<file path="config.mk">
export PLATFORM = sky130hd
export DESIGN_NAME = packet_match_engine
export DESIGN_NICKNAME = d
export VERILOG_FILES = /design/src/rtl/packet_match_pkg.sv /design/src/rtl/header_rule_lookup.sv /design/src/rtl/packet_match_engine.sv
export SDC_FILE = /design/constraint.sdc
export NUM_CORES = 2
export LEC_CHECK = 0
export CAP_MARGIN = 20
export CELL_PAD_IN_SITES_DETAIL_PLACEMENT = 0
export CELL_PAD_IN_SITES_GLOBAL_PLACEMENT = 1
export CORE_AREA = 5 5 489 491
export CTS_CLUSTER_DIAMETER = 80
export DETAILED_ROUTE_END_ITERATION = 12
export DIE_AREA = 0 0 494 496
export MAX_ROUTING_LAYER = met4
export PLACE_DENSITY_LB_ADDON = 0.05
export SLEW_MARGIN = 10
export SYNTH_ARGS = -nofsm -noshare
export SYNTH_HDL_FRONTEND = slang
export SYNTH_HIERARCHICAL = 1
export SYNTH_SLANG_ARGS = --single-unit
</file>
<file path="constraint.sdc">
create_clock -name clock_i -period 8.15 [get_ports clock_i]
set_input_delay 0.815 -clock clock_i [delete_from_list [all_inputs] [get_ports clock_i]]
set_output_delay 0.815 -clock clock_i [all_outputs]
set_load 0.01 [all_outputs]
</file>
<file path="src/rtl/packet_match_pkg.sv">
// Shared types and header offsets for the packet match engine.
package packet_match_pkg;

  typedef struct packed {
    logic        valid;
    logic [7:0]  proto;
    logic [15:0] dst_port;
  } rule_t;

  typedef enum logic [1:0] {
    S_IDLE  = 2'd0,
    S_RECV  = 2'd1,
    S_DROP  = 2'd2,
    S_MATCH = 2'd3
  } state_t;

  localparam logic [15:0] ETHERTYPE_IPV4 = 16'h0800;
  localparam int          OFF_ETYPE      = 12;
  localparam int          OFF_PROTO      = 23;
  localparam int          OFF_DPORT      = 36;
  localparam int          HDR_BYTES      = OFF_DPORT + 2;

  function automatic logic [15:0] be16(input logic [7:0] hi, input logic [7:0] lo);
    return {hi, lo};
  endfunction

  function automatic logic [31:0] sat_inc32(input logic [31:0] value);
    return (value == 32'hFFFF_FFFF) ? value : value + 32'd1;
  endfunction

endpackage

</file>
<file path="src/rtl/header_rule_lookup.sv">
// Combinational first-beat header extract (Eth/IPv4/L4) compared against the rule table.
module header_rule_lookup
  import packet_match_pkg::*;
#(
  parameter int DATA_WIDTH = 512,
  parameter int KEEP_WIDTH = 64,
  parameter int NUM_RULES  = 4
) (
  input  logic [DATA_WIDTH-1:0]  tdata_i,
  input  logic [KEEP_WIDTH-1:0]  tkeep_i,
  input  rule_t [NUM_RULES-1:0]  rules_i,
  output logic                   hit_o
);

  logic [15:0] etype_s;
  logic [7:0]  proto_s;
  logic [15:0] dport_s;
  logic        hdr_ok_s;
  logic        unused_bits_s;

  // Multi-byte fields arrive big-endian: the lower byte index is the MSB.
  assign etype_s  = be16(tdata_i[OFF_ETYPE*8 +: 8], tdata_i[(OFF_ETYPE+1)*8 +: 8]);
  assign proto_s  = tdata_i[OFF_PROTO*8 +: 8];
  assign dport_s  = be16(tdata_i[OFF_DPORT*8 +: 8], tdata_i[(OFF_DPORT+1)*8 +: 8]);
  assign hdr_ok_s = (&tkeep_i[HDR_BYTES-1:0]) && (etype_s == ETHERTYPE_IPV4);

  assign unused_bits_s = ^{tdata_i, tkeep_i};

  // OR of all enabled rules whose protocol and port both match
  always_comb begin
    hit_o = 1'b0;
    for (int i = 0; i < NUM_RULES; i++) begin
      hit_o = hit_o | (hdr_ok_s && rules_i[i].valid &&
                       (rules_i[i].proto == proto_s) &&
                       (rules_i[i].dst_port == dport_s));
    end
  end

endmodule

</file>
<file path="src/rtl/packet_match_engine.sv">
// Ingress match engine: stores RX beats into packet RAM, issues {addr,len} for matching frames,
// rewinds the write pointer for dropped ones. Define MATCH_STATS_EN to build the stat counters.
module packet_match_engine
  import packet_match_pkg::*;
#(
  parameter int AXIS_DATA_WIDTH = 512,
  parameter int AXIS_KEEP_WIDTH = 64,
  parameter int BUF_ADDR_WIDTH  = 8,
  parameter int MAX_PKT_BEATS   = 128,
  parameter int NUM_RULES       = 4
) (
  input  logic                         clock_i,
  input  logic                         reset_ni,
  input  logic [AXIS_DATA_WIDTH-1:0]   s_axis_tdata,
  input  logic [AXIS_KEEP_WIDTH-1:0]   s_axis_tkeep,
  input  logic                         s_axis_tvalid,
  input  logic                         s_axis_tlast,
  output logic                         s_axis_tready,
  input  logic                         cfg_wr_en,
  input  logic [$clog2(NUM_RULES)-1:0] cfg_idx,
  input  logic                         cfg_rule_valid,
  input  logic [7:0]                   cfg_proto,
  input  logic [15:0]                  cfg_dst_port,
  output logic                         buf_wr_en,
  output logic [BUF_ADDR_WIDTH-1:0]    buf_wr_addr,
  output logic [AXIS_DATA_WIDTH-1:0]   buf_wr_data,
  output logic                         m_match_valid,
  input  logic                         m_match_ready,
  output logic [BUF_ADDR_WIDTH-1:0]    m_match_addr,
  output logic [15:0]                  m_match_pkt_len,
  output logic [31:0]                  stat_rx_pkts,
  output logic [31:0]                  stat_match_pkts,
  output logic [31:0]                  stat_drop_pkts
);

  localparam logic [BUF_ADDR_WIDTH-1:0] PTR_ONE   = BUF_ADDR_WIDTH'(1);
  localparam logic [15:0]               MAX_BEATS = 16'(MAX_PKT_BEATS);

  state_t                       state_q, state_d;
  logic [BUF_ADDR_WIDTH-1:0]    wr_ptr_q, wr_ptr_d;
  logic [BUF_ADDR_WIDTH-1:0]    base_ptr_q, base_ptr_d;
  logic [15:0]                  beat_cnt_q, beat_cnt_d;
  logic                         hit_q, hit_d;
  rule_t [NUM_RULES-1:0]        rules_q, rules_d;
  logic                         buf_wr_en_q, buf_wr_en_d;
  logic [BUF_ADDR_WIDTH-1:0]    buf_wr_addr_q, buf_wr_addr_d;
  logic [AXIS_DATA_WIDTH-1:0]   buf_wr_data_q, buf_wr_data_d;
  logic                         match_valid_q, match_valid_d;
  logic [BUF_ADDR_WIDTH-1:0]    match_addr_q, match_addr_d;
  logic [15:0]                  match_len_q, match_len_d;

  logic                         accept_s;
  logic                         lookup_hit_s;
  logic                         drop_s;
  logic                         handshake_s;
  logic [15:0]                  beat_next_s;

  assign s_axis_tready = reset_ni && (state_q != S_MATCH);
  assign accept_s      = s_axis_tvalid && s_axis_tready;
  assign handshake_s   = match_valid_q && m_match_ready;
  assign beat_next_s   = beat_cnt_q + 16'd1;

  // Lookup sees the registered table, so a cfg write alongside a first beat applies from the next frame.
  header_rule_lookup #(
    .DATA_WIDTH (AXIS_DATA_WIDTH),
    .KEEP_WIDTH (AXIS_KEEP_WIDTH),
    .NUM_RULES  (NUM_RULES)
  ) u_lookup (
    .tdata_i (s_axis_tdata),
    .tkeep_i (s_axis_tkeep),
    .rules_i (rules_q),
    .hit_o   (lookup_hit_s)
  );

  // Rule table update
  always_comb begin
    rules_d = rules_q;
    if (cfg_wr_en) begin
      rules_d[cfg_idx].valid    = cfg_rule_valid;
      rules_d[cfg_idx].proto    = cfg_proto;
      rules_d[cfg_idx].dst_port = cfg_dst_port;
    end else begin
      rules_d = rules_q;
    end
  end

  // Frame FSM, RAM write port and descriptor next-state
  always_comb begin
    state_d       = state_q;
    wr_ptr_d      = wr_ptr_q;
    base_ptr_d    = base_ptr_q;
    beat_cnt_d    = beat_cnt_q;
    hit_d         = hit_q;
    buf_wr_en_d   = 1'b0;
    buf_wr_addr_d = buf_wr_addr_q;
    buf_wr_data_d = buf_wr_data_q;
    match_valid_d = match_valid_q;
    match_addr_d  = match_addr_q;
    match_len_d   = match_len_q;
    drop_s        = 1'b0;

    if (accept_s && (state_q != S_DROP)) begin
      buf_wr_en_d   = 1'b1;
      buf_wr_addr_d = wr_ptr_q;
      buf_wr_data_d = s_axis_tdata;
      wr_ptr_d      = wr_ptr_q + PTR_ONE;
    end else begin
      buf_wr_en_d   = 1'b0;
    end

    case (state_q)
      S_IDLE: begin
        if (accept_s) begin
          base_ptr_d = wr_ptr_q;
          beat_cnt_d = 16'd1;
          hit_d      = lookup_hit_s;
          if (s_axis_tlast && lookup_hit_s) begin
            state_d       = S_MATCH;
            match_valid_d = 1'b1;
            match_addr_d  = wr_ptr_q;
            match_len_d   = 16'd1;
          end else if (s_axis_tlast) begin
            wr_ptr_d = wr_ptr_q;
            drop_s   = 1'b1;
          end else if (MAX_BEATS == 16'd1) begin
            state_d = S_DROP;
          end else begin
            state_d = S_RECV;
          end
        end else begin
          state_d = S_IDLE;
        end
      end
      S_RECV: begin
        if (accept_s) begin
          beat_cnt_d = beat_next_s;
          if (s_axis_tlast && hit_q) begin
            state_d       = S_MATCH;
            match_valid_d = 1'b1;
            match_addr_d  = base_ptr_q;
            match_len_d   = beat_next_s;
          end else if (s_axis_tlast) begin
            state_d  = S_IDLE;
            wr_ptr_d = base_ptr_q;
            drop_s   = 1'b1;
          end else if (beat_next_s == MAX_BEATS) begin
            state_d = S_DROP;
          end else begin
            state_d = S_RECV;
          end
        end else begin
          state_d = S_RECV;
        end
      end
      S_DROP: begin
        if (accept_s && s_axis_tlast) begin
          state_d  = S_IDLE;
          wr_ptr_d = base_ptr_q;
          drop_s   = 1'b1;
        end else begin
          state_d = S_DROP;
        end
      end
      S_MATCH: begin
        if (handshake_s) begin
          state_d       = S_IDLE;
          match_valid_d = 1'b0;
        end else begin
          state_d = S_MATCH;
        end
      end
      default: begin
        state_d       = S_IDLE;
        match_valid_d = 1'b0;
      end
    endcase
  end

  // State and output registers
  always_ff @(posedge clock_i) begin
    if (!reset_ni) begin
      state_q       <= S_IDLE;
      wr_ptr_q      <= '0;
      base_ptr_q    <= '0;
      beat_cnt_q    <= 16'd0;
      hit_q         <= 1'b0;
      rules_q       <= '0;
      buf_wr_en_q   <= 1'b0;
      buf_wr_addr_q <= '0;
      buf_wr_data_q <= '0;
      match_valid_q <= 1'b0;
      match_addr_q  <= '0;
      match_len_q   <= 16'd0;
    end else begin
      state_q       <= state_d;
      wr_ptr_q      <= wr_ptr_d;
      base_ptr_q    <= base_ptr_d;
      beat_cnt_q    <= beat_cnt_d;
      hit_q         <= hit_d;
      rules_q       <= rules_d;
      buf_wr_en_q   <= buf_wr_en_d;
      buf_wr_addr_q <= buf_wr_addr_d;
      buf_wr_data_q <= buf_wr_data_d;
      match_valid_q <= match_valid_d;
      match_addr_q  <= match_addr_d;
      match_len_q   <= match_len_d;
    end
  end

  assign buf_wr_en       = buf_wr_en_q;
  assign buf_wr_addr     = buf_wr_addr_q;
  assign buf_wr_data     = buf_wr_data_q;
  assign m_match_valid   = match_valid_q;
  assign m_match_addr    = match_addr_q;
  assign m_match_pkt_len = match_len_q;

`ifdef MATCH_STATS_EN
  logic [31:0] stat_rx_q, stat_rx_d;
  logic [31:0] stat_match_q, stat_match_d;
  logic [31:0] stat_drop_q, stat_drop_d;

  // Saturating event counters
  always_comb begin
    stat_rx_d    = (accept_s && s_axis_tlast) ? sat_inc32(stat_rx_q) : stat_rx_q;
    stat_match_d = handshake_s ? sat_inc32(stat_match_q) : stat_match_q;
    stat_drop_d  = drop_s ? sat_inc32(stat_drop_q) : stat_drop_q;
  end

  // Counter registers
  always_ff @(posedge clock_i) begin
    if (!reset_ni) begin
      stat_rx_q    <= 32'd0;
      stat_match_q <= 32'd0;
      stat_drop_q  <= 32'd0;
    end else begin
      stat_rx_q    <= stat_rx_d;
      stat_match_q <= stat_match_d;
      stat_drop_q  <= stat_drop_d;
    end
  end

  assign stat_rx_pkts    = stat_rx_q;
  assign stat_match_pkts = stat_match_q;
  assign stat_drop_pkts  = stat_drop_q;
`else
  assign stat_rx_pkts    = 32'd0;
  assign stat_match_pkts = 32'd0;
  assign stat_drop_pkts  = 32'd0;
`endif

endmodule
</file>
[After elaboration in Yosys (flattened, before gate mapping)]
Cells that the tools add are included.
Operators by class
  eq/ne operators: 21
  add/subtract/negate cells: 2
  reductions and logical operators: 29
  bitwise gates (word level): 3
  order comparisons: 2
  muxes and demuxes: 48
Operators with widths (count)
  100-bit bitwise mux: 3
  25-bit demux with 2-bit select: 3
  16-bit two-way mux: 7
  8-bit two-way mux: 12
  16-bit == test: 4
  16-bit one-hot mux with 2 select lines: 2
  38-bit AND reduction: 1
  8-bit == test: 4
  25-bit two-way mux: 1
  24-bit two-way mux: 1
  8-bit one-hot mux with 3 select lines: 1
  1-bit logical AND: 21
  2-bit two-way mux: 9
  16-bit by 1-bit adder with 16-bit output (second input constant): 1
  16-bit by 12-bit == test with 1-bit output (second input constant): 1
  16-bit by 8-bit == test with 1-bit output (second input constant): 1
  8-bit one-hot mux with 2 select lines: 1
  2-bit != test (second input constant): 7
  8-bit by 1-bit adder with 8-bit output (second input constant): 1
  2-bit one-hot mux with 4 select lines: 1
  1-bit two-way mux: 6
  6-bit AND reduction: 1
  5-bit AND reduction: 1
  2-bit == test (second input constant): 2
  11 further kinds: 13
Word-level totals
  register bits: 681
  output and inout port bits: 643
  logic and storage cells: 128
  input bits: 609

[Longest topological paths before layout]
  depth after elaboration: 12
  gate-level depth with buffers: 13
  gate-level depth less buffers: 11

[Modules after synthesis]
The synthesis kept the hierarchy.
By module, submodules not included
  packet_match_engine: seq. area each 13633.1 um2, times used 1, area an instance 25179.1 um2, cells each 3202
  header_rule_lookup: seq. area each 0.0 um2, times used 1, area an instance 1217.4 um2, cells each 155

[Worst setup path before layout]
No wires, ideal clock.
  kind: input to register
  start point: input s_axis_tdata[104]
  end point: register match_len_q[13], in the netlist m_match_pkt_len[13]
  arrival time: 3063 ps
  stages: 10
  buffers on the path: 1
  required time: 8022 ps
  setup slack: 4960 ps
  setup time: 128 ps
  path through: or4_1 nor4_1 nand4_1 a41oi_1 nand2_1 a22o_1 nand2b_1 clkbuf_1 a22oi_1 nor2_1
On the way
  cells in the longest elaborated chain, start to end: 11
  elaborated cells between the ends (all ways): 20
  those cells by class: eq/ne (2); bitwise (3); reduce/logical (15)
Ends and longest elaborated chain
  from (decl): RTL line packet_match_engine.sv:14  | input logic [AXIS_DATA_WIDTH-1:0] s_axis_tdata,
  16-bit by 12-bit == test with 1-bit output (*): RTL line header_rule_lookup.sv:25  | assign hdr_ok_s = (&tkeep_i[HDR_BYTES-1:0]) && (etype_s == ETHERTYPE_IPV4);
  1-bit logical AND (*): RTL line header_rule_lookup.sv:25
  1-bit logical AND (2 in a row): RTL line header_rule_lookup.sv:33  | hit_o = hit_o | (hdr_ok_s && rules_i[i].valid &&
  1-bit logical AND: RTL line header_rule_lookup.sv:34  | (rules_i[i].proto == proto_s) &&
  1-bit bitwise OR (2 in a row): RTL line header_rule_lookup.sv:33
  1-bit bitwise OR (*): RTL line header_rule_lookup.sv:33
  net lookup_hit_s: RTL line packet_match_engine.sv:53  | logic lookup_hit_s;
  1-bit logical AND (*): RTL line packet_match_engine.sv:117  | if (s_axis_tlast && lookup_hit_s) begin
  2-bit != test (no source line) (*)
  5-bit AND reduction (no source line) (*)
  to (signal assigned): RTL line packet_match_engine.sv:206  | match_len_q <= match_len_d;
  to (decl): RTL line packet_match_engine.sv:50  | logic [15:0] match_len_q, match_len_d;
The timed path passes the listed nets; every way through them passes the cells marked *.
A chain may end at the register's enable or synchronous reset.

[Worst setup path after layout]
  start point: input s_axis_tdata[107]
  end point: register match_len_q[7], in the netlist m_match_pkt_len[7]
The elaborated chain is that of the path after synthesis.

==> results.md <==
* CORE AREA at 234000 um^2
* Top_reg_cell synth: dfxtp_1
* Routed met3 length at ~19000 um
* Post-placement cell count at ~7400
* WP buf/inv at 1
* Mapped cell area at roughly 26000 um^2
* Setup tns final at 0 ns
* Vias in the first global route at between 20000 and 30000
* Post-CTS sizing at 0
* Minimum clock period at between 5 and 6 ns
* Layout area overhead at 67.9%
* Setup Skew at 0.0469 ns
* Slew @ Worst Pin at 1.03 ns
* Final Setup Violations at 0
* Sw frac at 0.309
* Max Slew Vio Count at 0
* Nets at 4997
* WL per Instance at between 20 and 25 um
* Total gr overflow at 0
* Power share of the clock group at 0.456
* Share of power burned in registers at 0.348
* Mapped Cells at approximately 3400
* Tcrit/Tclk final at 0.639
* PD cells at 244 nW/um^2
* Total GRT Usage at 0.149
* IO Pins at between 1000 and 1500
* Worst path max stage delay at 0.98 ns
* Share of cells above drive strength 1 at 0.0508
* WL final at 188000 um
* Setup repair bufs after CTS at 0
* Clock sinks at between 600 and 700
* CP cell instances: clkdlybuf4s50_1, or4_1, nor4_1, nand4_1, a41oi_1, nand2_1, a22o_1, nor2_4, and2_1, a22oi_1, nor2_1
* Final Hold Fails at 0
* Worst EP required at 8.84 ns
* Die area at ~250000 um^2
* DR top layer: met4
* Peak VDD IR at 0.145 mV
* CP Max Fanout at 27
* Clock H-tree levels at 3
* Metal2 WL at a little under 90000 um
* EDFF count, synth at 0
* Avg Vias per Cell at 3.47
* Drt first pass iters at 5
* P_leak at 15.0 nW
* Setup CP Type: primary input to flip-flop
* Worst path slowest cell: a41oi_1
* Post-Layout Cell Count at between 7000 and 8000
* Die height at 496 um
* Netlist cell types at 65
* NetSw at roughly 0.0033 W
* Synthesized flop and latch total at 681
* Internal at roughly 0.0075 W
* Vias at roughly 27000
* Die W at roughly 500 um
* Worst hold path class: flip-flop to flip-flop
* DRC Markers at 0
* Ys Warns at 6
* Antenna Nets Post-Route at 0
* Register area share after synthesis at 0.516
* Fmax at 192 MHz
* Hold-fix buffers, CTS at 0
* Async S/R FF share, synth at 0
* Worst Setup End Kind: flip-flop
* Worst-skew pair later-pin latency at 0.77 ns
* RSZ-0062 raised after global routing: false
* Clk slew on worst S/H paths at 0.05 ns
* Initial antenna violation count at around 110
* Buffer levels on the longest clock path at 3
* Drt initial violations at 1287
* Slew headroom at 0.311
* Synth Area per Inst at roughly 7.9 um^2
* Crit start category: primary input
* Starting density of the core at 0.113
* Total of max-cap violations at 0
* Clock Tree Root: clkbuf_16
* Comb power frac at 0.196
* CTS Buf Count at about 110
* Pin count of the biggest net entering global routing at approximately 160
* Gpl congestion at about 0.80
* First-pass GRT wire length at between 200000 and 250000 um
* Rows at between 150 and 200
* Wire length on met1 at ~76000 um
* CTS tree: yes
* Status: completed
* Number of port buffers at between 1000 and 1500
* Top delay family on crit path: simple AND/OR/NAND/NOR gates
* Hpwl dp at 142000 um
* CP Data Arrival Time at around 5.9 ns
==> synth_stat cells (all sizes together), types with 2 or more instances <==
master | number | share of area
nand3 | 20 | 0.0040
buf | 230 | 0.054
and3 | 5 | 0.0012
a21o | 2 | 0.00057
or4 | 2 | 0.00057
a211oi | 9 | 0.0026
nor4 | 19 | 0.0059
nor3 | 14 | 0.0027
dfxtp | 681 | 0.52
a21oi | 658 | 0.12
nand4 | 33 | 0.0090
and4 | 2 | 0.00066
xor2 | 53 | 0.018
nor3b | 3 | 0.0010
or2 | 3 | 0.00071
a221oi | 4 | 0.0013
and3b | 2 | 0.00066
and2 | 4 | 0.00095
nand2 | 1292 | 0.18
ha | 8 | 0.0038
o22ai | 2 | 0.00047
or3 | 4 | 0.0010
o21ai | 22 | 0.0042
nand3b | 3 | 0.0013
clkbuf | 106 | 0.015
a2bb2oi | 4 | 0.0013
or3b | 2 | 0.00066
nand2b | 3 | 0.00071
nor2b | 2 | 0.00047
a22oi | 13 | 0.0037
nor2 | 61 | 0.0090
inv | 4 | 0.00057
and4b | 2 | 0.00076
xnor2 | 62 | 0.021
mux2i | 8 | 0.0030
==> cell families after synthesis <==
| logic type | after synthesis | synth area share |
|---|---|---|
| simple gates | 1478 | 0.226 |
| compound gates | 726 | 0.143 |
| flops | 681 | 0.516 |
| buf+inv | 340 | 0.0699 |
| xor+xnor | 115 | 0.0382 |
| fa+ha+maj | 8 | 0.00379 |
| mux | 8 | 0.00303 |
| other cells | 1 | 0.000142 |
==> layer usage <==
| layer | vias up | track usage |
|---|---|---|
| met2 | 1035 | 0.245 |
| met1 | 12400 | 0.168 |
| met3 | 302 | 0.0690 |
| met4 | 0 | 0.0272 |
| li1 | 12900 | - |
| met5 | - | - |
==> stage by stage <==
step	utilization	setup slack [ns]	hold WS (ns)	power (W)	area, um^2
finish	0.189	2.95	0.451	0.0108	44300
CTS	0.189	2.64	0.453	0.0111	44200
global placement	0.173	1.79	0.442	0.00604	40500
floorplan	-	4.96	0.437	0.00471	26800
global route	0.189	2.51	0.465	0.0114	44300
detailed placement	0.173	1.80	0.446	0.00603	40500
==> cell usage in the layout, fill, tap and decap left out, types with 9 or more instances in the layout <==
cell type	synthesis	layout
nand2_1	1292	1292
clkdlybuf4s50_1	0	1129
dfxtp_1	681	681
a21oi_1	658	658
clkbuf_16	0	110
conb_1	1	96
xnor2_1	62	62
nor2_1	60	59
xor2_1	53	53
diode_2	0	44
nand4_1	31	31
clkbuf_8	0	26
clkinv_2	0	22
clkbuf_1	106	21
o21ai_0	20	20
nand3_1	19	19
nor4_1	16	16
buf_4	108	16
nor3_1	14	14
a22oi_1	13	13
a211oi_1	9	9
buf_12	0	9
==> worst reg2reg max path, cell delays in order, from the launching register on <==
cell and delay, ns:
dfxtp_1 0.33, xnor2_1 0.36, nand4_1 0.23, nor4_1 0.43, nand4_1 0.20, a41oi_1 0.80, nand2_1 0.11, a22o_1 0.35
nor2_4 0.56, and2_1 0.39, a22oi_1 0.10, nor2_1 0.11
==> registers in the layout, summed over array words and instances, names as in the netlist <==
| name | cells |
|---|---|
| m_match_addr | 8 |
| m_match_valid | 1 |
| beat_cnt_q | 16 |
| buf_wr_data | 512 |
| hit_q | 1 |
| m_match_pkt_len | 16 |
| wr_ptr_q | 8 |
| buf_wr_en | 1 |
| state_q | 2 |
| buf_wr_addr | 8 |
| base_ptr_q | 8 |
| rules_q | 100 |
==> cell type report <==
class / instances / area, um^2
Inverter: 4 / 30.0
Multi-Input combinational cell: 2431 / 11300
Timing Repair Buffer: 1154 / 11600
Sequential cell: 681 / 13600
Antenna cell: 44 / 110
Fill cell: 26300 / 190000
Clock inverter: 43 / 518
Clock buffer: 157 / 3190
Tap cell: 3150 / 3940
==> path summary, 6_finish.rpt <==
kind / from / end / cells past startpoint / slack [ns]
hold / removal: buf_wr_data[403] / buf_wr_data[403] / 2 / 0.45
hold reg to reg: buf_wr_data[403] / buf_wr_data[403] / 2 / 0.45
setup reg to reg: rules_q[71] / m_match_pkt_len[7] / 11 / 4.13
setup / recovery: s_axis_tdata[107] / m_match_pkt_len[7] / 11 / 2.95
==> power groups by stage <==
stage | Combinational [W] | Clock (W) | Sequential, W
floorplan | 0.000812 | 0 | 0.00390
global placement | 0.00221 | 0 | 0.00382
detailed placement | 0.00220 | 0 | 0.00383
CTS | 0.00221 | 0.00518 | 0.00376
global route | 0.00232 | 0.00527 | 0.00379
finish | 0.00212 | 0.00492 | 0.00375
Note: power is estimated with default switching activity, not from simulation.
